<file path="src/rtl/rr_arb_2_1_if.sv">
// Handshake bundle between the two request sources, the arbiter and the
// downstream consumer of the 2:1 mux output.
interface rr_arb_2_1_if #(
    parameter int CNT_W = 4
) ();
    logic [1:0]       req;
    logic [1:0]       last;
    logic             out_ready;
    logic [1:0]       gnt;
    logic             sel;
    logic             out_valid;
    logic [CNT_W-1:0] beat_cnt;

    // Sources and consumer side.
    modport master (
        output req, last, out_ready,
        input  gnt, sel, out_valid, beat_cnt
    );

    // Arbiter side.
    modport slave (
        input  req, last, out_ready,
        output gnt, sel, out_valid, beat_cnt
    );
endinterface

</file>
<file path="src/rtl/rr_arb_2_1.sv">
// Two-source round-robin arbiter driving the select of the downstream 2:1 mux.
// Grants are locked per burst, bounded by HOLD_MAX beats when the other side waits.
module rr_arb_2_1 #(
    parameter int HOLD_MAX = 8,
    parameter int CNT_W    = 4
) (
    input  logic          clk,
    input  logic          rst,
    rr_arb_2_1_if.slave   bus
);
    typedef enum logic [1:0] {
        S_IDLE   = 2'd0,
        S_GRANT0 = 2'd1,
        S_GRANT1 = 2'd2
    } state_t;

    localparam logic [CNT_W-1:0] CNT_MAX = CNT_W'(HOLD_MAX - 1);

    state_t           r_state;
    logic             r_ptr;
    logic [CNT_W-1:0] r_cnt;
    logic             r_sel;

    state_t           w_state_nxt;
    logic             w_ptr_nxt;
    logic [CNT_W-1:0] w_cnt_nxt;
    logic             w_sel_nxt;

    logic             w_busy;
    logic             w_own;
    logic             w_own_req;
    logic             w_oth_req;
    logic             w_beat;
    logic             w_release;
    logic             w_pick;

    assign w_busy    = (r_state != S_IDLE);
    assign w_own     = (r_state == S_GRANT1);
    assign w_own_req = bus.req[w_own];
    assign w_oth_req = bus.req[~w_own];
    assign w_beat    = w_busy && w_own_req && bus.out_ready;
    // An abort needs no beat; last or the fairness limit only act on a beat.
    assign w_release = w_busy && (!w_own_req ||
                       (w_beat && (bus.last[w_own] || ((r_cnt == CNT_MAX) && w_oth_req))));
    // On abort req[own] is already low, so the pointer choice falls to the other source.
    assign w_pick    = bus.req[r_ptr] ? r_ptr : ~r_ptr;

    always_ff @(posedge clk) begin
        // NOTE: state registers use non-blocking assignment so all flops update together.
        if (rst) begin
            r_state <= S_IDLE;
            r_ptr   <= 1'b0;
            r_cnt   <= '0;
            r_sel   <= 1'b0;
        end else begin
            r_state <= w_state_nxt;
            r_ptr   <= w_ptr_nxt;
            r_cnt   <= w_cnt_nxt;
            r_sel   <= w_sel_nxt;
        end
    end

    always_comb begin
        // NOTE: defaults first so no path through this block infers a latch.
        w_state_nxt = r_state;
        w_ptr_nxt   = r_ptr;
        w_cnt_nxt   = r_cnt;
        w_sel_nxt   = r_sel;
        if (!w_busy || w_release) begin
            w_cnt_nxt = '0;
            if (bus.req == 2'b00) begin
                w_state_nxt = S_IDLE;
            end else begin
                w_state_nxt = w_pick ? S_GRANT1 : S_GRANT0;
                w_ptr_nxt   = ~w_pick;
                w_sel_nxt   = w_pick;
            end
        end else if (w_beat && (r_cnt != CNT_MAX)) begin
            w_cnt_nxt = r_cnt + CNT_W'(1);
        end
    end

    always_comb begin
        bus.gnt       = {r_state == S_GRANT1, r_state == S_GRANT0};
        bus.sel       = r_sel;
        bus.out_valid = w_busy && w_own_req;
        bus.beat_cnt  = r_cnt;
    end
endmodule

</file>
<file path="src/flat_wrapper.sv">
// flat-port wrapper written by rule: the top's interface ports become plain ports
module rr_arb_2_1_flat 
#(
    parameter int HOLD_MAX = 8,
    parameter int CNT_W    = 4
)
  (clk, rst, bus_req, bus_last, bus_out_ready, bus_gnt, bus_sel, bus_out_valid, bus_beat_cnt);
  rr_arb_2_1_if #(.CNT_W(CNT_W)) bus_i ();
  input  logic clk;
  input  logic rst;
  input wire logic [$bits(bus_i.req)-1:0] bus_req;
  input wire logic [$bits(bus_i.last)-1:0] bus_last;
  input wire logic [$bits(bus_i.out_ready)-1:0] bus_out_ready;
  output wire logic [$bits(bus_i.gnt)-1:0] bus_gnt;
  output wire logic [$bits(bus_i.sel)-1:0] bus_sel;
  output wire logic [$bits(bus_i.out_valid)-1:0] bus_out_valid;
  output wire logic [$bits(bus_i.beat_cnt)-1:0] bus_beat_cnt;
  assign bus_i.req = bus_req;
  assign bus_i.last = bus_last;
  assign bus_i.out_ready = bus_out_ready;
  assign bus_gnt = bus_i.gnt;
  assign bus_sel = bus_i.sel;
  assign bus_out_valid = bus_i.out_valid;
  assign bus_beat_cnt = bus_i.beat_cnt;
  rr_arb_2_1 #(.HOLD_MAX(HOLD_MAX), .CNT_W(CNT_W)) u_core (.clk(clk), .rst(rst), .bus(bus_i));
endmodule
</file>
<file path="config.mk">
export PLATFORM = sky130hd
export DESIGN_NAME = rr_arb_2_1_flat
export DESIGN_NICKNAME = d
export VERILOG_FILES = /design/src/rtl/rr_arb_2_1_if.sv /design/src/rtl/rr_arb_2_1.sv /design/src/flat_wrapper.sv
export SDC_FILE = /design/constraint.sdc
export NUM_CORES = 1
export LEC_CHECK = 0
export BUFFER_PORTS_ARGS = -buffer_cell sky130_fd_sc_hd__clkbuf_2
export CAP_MARGIN = 20
export CORE_AREA = 2 2 39 41
export CTS_CLUSTER_DIAMETER = 120
export DETAILED_ROUTE_END_ITERATION = 10
export DIE_AREA = 0 0 41 43
export SKIP_CTS_REPAIR_TIMING = 1
export SLEW_MARGIN = 25
export SYNTH_ARGS = -nofsm -noshare
export SYNTH_HDL_FRONTEND = slang
export SYNTH_SLANG_ARGS = --single-unit
export TNS_END_PERCENT = 10
</file>
<file path="constraint.sdc">
create_clock -name clk -period 4 [get_ports clk]
set_input_delay 1.2 -clock clk [delete_from_list [all_inputs] [get_ports clk]]
set_output_delay 1.2 -clock clk [all_outputs]
set_load 0.05 [all_outputs]
</file>
==> out/results.ini <==
[layout]
finalInstanceArea_um2 = 563.0
multi_input_area_um2 = 279.0
final.fill_count = 153
stdcell_count = 81
area_growth_pct = 21.62
fin_util_pct = 40.69
antenna_cells_inserted = 0
ff_latch_area_um2 = 160.2
nNetsFinal = 75
drive_gt1_share_pct = 38.46

[sta]
skew_ns = 0.002775
final.setup.tns_ns = 0
max_slew_margin_pct = 81.72
slew_viol_final = 0
setup_viol = 0
finalHoldViolations = 0
rsz0062_at_grt = no
fin_crit_sh_pct = 76.26
worst_slew_pin_slew_ns = 0.2754
min_period_ns = 3.050
max_freq_ghz = 0.3278

[placed_design]
post-place-cells = 78
portBuffers = 14
dp_hpwl_um = 731.4
place_area_um2 = 540.5
gp_congestion = 0.5849

[synth]
yosys_warnings = 0
ys_seq_elements = 8
synth_area_um2 = 462.9
yosysTopAreaCellShare_pct = 34.59
syn-instance-count = 50
syn-num-nets = 58
synth_top_cell_by_area = dfxtp_1
ys_top_cells_by_count = 8 x dfxtp_1, 8 x nor2_1, 4 x mux2i_1
synth_area_leaders = dfxtp_1 35%, mux2i_1 8.6%, mux2_4 6.5%
synth_edf_count = 0
synth-main-ff-cell = dfxtp_1
ys_seq_area_share_pct = 34.59
async_flop_share_pct = 0
ys_types = 24
syn_area_per_cell_um2 = 9.259

[die]
die_area_mm2 = 0.001763
row_count = 14
die_w_um = 41
die_h_um = 43
initial_utilization_pct = 33.45
core_region_area_mm2 = 0.001384
ios = 15

[worst_setup_path]
critical-path-top-delay-family = buffers and inverters
critPathMostFrequentCell = clkbuf_2
critPathCaptureType = output port
r2r_start = u_core.r_state[1]$_SDFFE_PP0P_
cpMaxStageDelayCell = clkbuf_2
critPathKind = primary input to output port
startpoint_type = primary input
r2r-end = u_core.bus.sel$_SDFFE_PP0P_
crit_cells = 4
crit_end = bus_out_valid
crit_fanout = 5
worstPathRequired_ns = 2.80
path_cells = clkbuf_2, nand3b_1, nand2_1, clkbuf_2
reg2reg_slack_ns = 2.42
reg2reg_depth = 5
slowest_delay_ns = 0.29
crit_arrival_ns = 1.85
path_buf_inv = 2
crit_start = bus_req[1]

[clock_tree]
cts_tree = built
cts_buffers = 3
cts.clk_slew.worst_paths_ns = 0.05
cts_root_buf = clkbuf_4
cts_sinks = 8
cts.htree.levels = 1
worstSkewPairLatency_ns = 0.25
cts_max_path_buffers = 2

[global_route]
overflow = 0
grt_max_degree = 8
grt_pass1_vias = 388
grt_pass1_wl_um = 1518
antenna_found_initial = 0
grtUsageTotal_pct = 13.09

[routing]
num_vias = 394
wl_per_cell_um = 11.00
wirelength_um = 891
firstDrtPassIters = 4
postRouteAntennaNets = 0
drc = 0
drt_iter0_drc = 4
routed_via_density = 4.864

[worst_hold_path]
hold_class = flop to flop
min_path_cells = 2

[power_and_ir_drop]
p_total_w = 0.0002025
pwr_density_cell_mw_per_mm2 = 359.7
ir_worst_vdd_mv = 0.1240
p_leak_nw = 0.2659

[outcome]
status = finished, final reports clean

[run]
cap_violations = 0

## flip-flops by register name (all words and copies together) (netlist names)
register and count:
u_core.r_ptr 1, u_core.r_state 2, u_core.bus.sel 1, u_core.bus.beat_cnt 4
## kinds of logic (layout without fill, tap and decap cells)
family | Yosys count | in the layout | synth area share (%)
and+or+nand+nor | 21 | 21 | 24.87
DFF | 8 | 8 | 34.59
AOI/OAI and AO/OA | 7 | 7 | 13.78
muxes | 6 | 6 | 15.14
buffers and inverters | 5 | 20 | 5.135
xor gates and xnor gates | 2 | 2 | 3.784
adders and majority gates | 1 | 1 | 2.702
## through the flow
| step | setup WS, ns | hold WS (ns) |
|---|---|---|
| after global placement | 0.9547 | 0.4848 |
| after CTS | 0.9431 | 0.5050 |
| after global routing | 0.9125 | 0.5410 |
| after floorplan | 1.130 | 0.4604 |
| after detailed placement | 0.9369 | 0.4977 |
| final | 0.9498 | 0.5011 |
## worst reg2reg max path, stage by stage (launching register included)
cell and delay, ns:
dfxtp_1 0.38, nor2b_4 0.21, mux2i_1 0.27, o221ai_2 0.15, o21ai_2 0.14, mux2_4 0.33
## worst min path at each step
stage	from	end	slack, ns
final	u_core.r_state[1]$_SDFFE_PP0P_	u_core.r_state[1]$_SDFFE_PP0P_	0.50
after global routing	u_core.r_state[1]$_SDFFE_PP0P_	u_core.r_state[1]$_SDFFE_PP0P_	0.54
after CTS	u_core.r_state[1]$_SDFFE_PP0P_	u_core.r_state[1]$_SDFFE_PP0P_	0.51
after floorplan	u_core.r_state[1]$_SDFFE_PP0P_	u_core.r_state[1]$_SDFFE_PP0P_	0.46
after global placement	u_core.r_state[1]$_SDFFE_PP0P_	u_core.r_state[1]$_SDFFE_PP0P_	0.48
after detailed placement	u_core.r_state[1]$_SDFFE_PP0P_	u_core.r_state[1]$_SDFFE_PP0P_	0.50
## cell type report
class                           instances  area share [%]
Tap cell                               16           3.556
Sequential cell                         8           28.44
Clock buffer                            3           4.000
Inverter                                3           2.000
Timing Repair Buffer                   14           12.44
Multi-Input combinational cell         37           49.56
## metal layers
metal | global-route usage (%) | routed length (µm)
met5 | 0 | 0
met1 | 14.94 | 408
met2 | 19.69 | 422
met3 | 3.141 | 37
met4 | 10.00 | 22
## placed cells by master, fill, tap and decap left out, drive strengths merged
master,instances
xnor2,1
o21ai,1
or2,1
o32ai,2
nand3,3
nand2,3
o221ai,1
a21o,1
nor2,9
inv,3
mux2,2
xor2,1
mux2i,4
nand3b,1
ha,1
clkbuf,17
a221o,1
a21oi,1
nor2b,1
dfxtp,8
and2b,3
## where the power goes
part           leakage (nW)  switching [W]  internal (W)
combinational         0.187      0.0000338     0.0000197
clock                0.0138      0.0000260     0.0000342
sequential           0.0653     0.00000427     0.0000846
total                 0.266      0.0000640      0.000138
No activity file was read; power rests on OpenSTA's default activity.
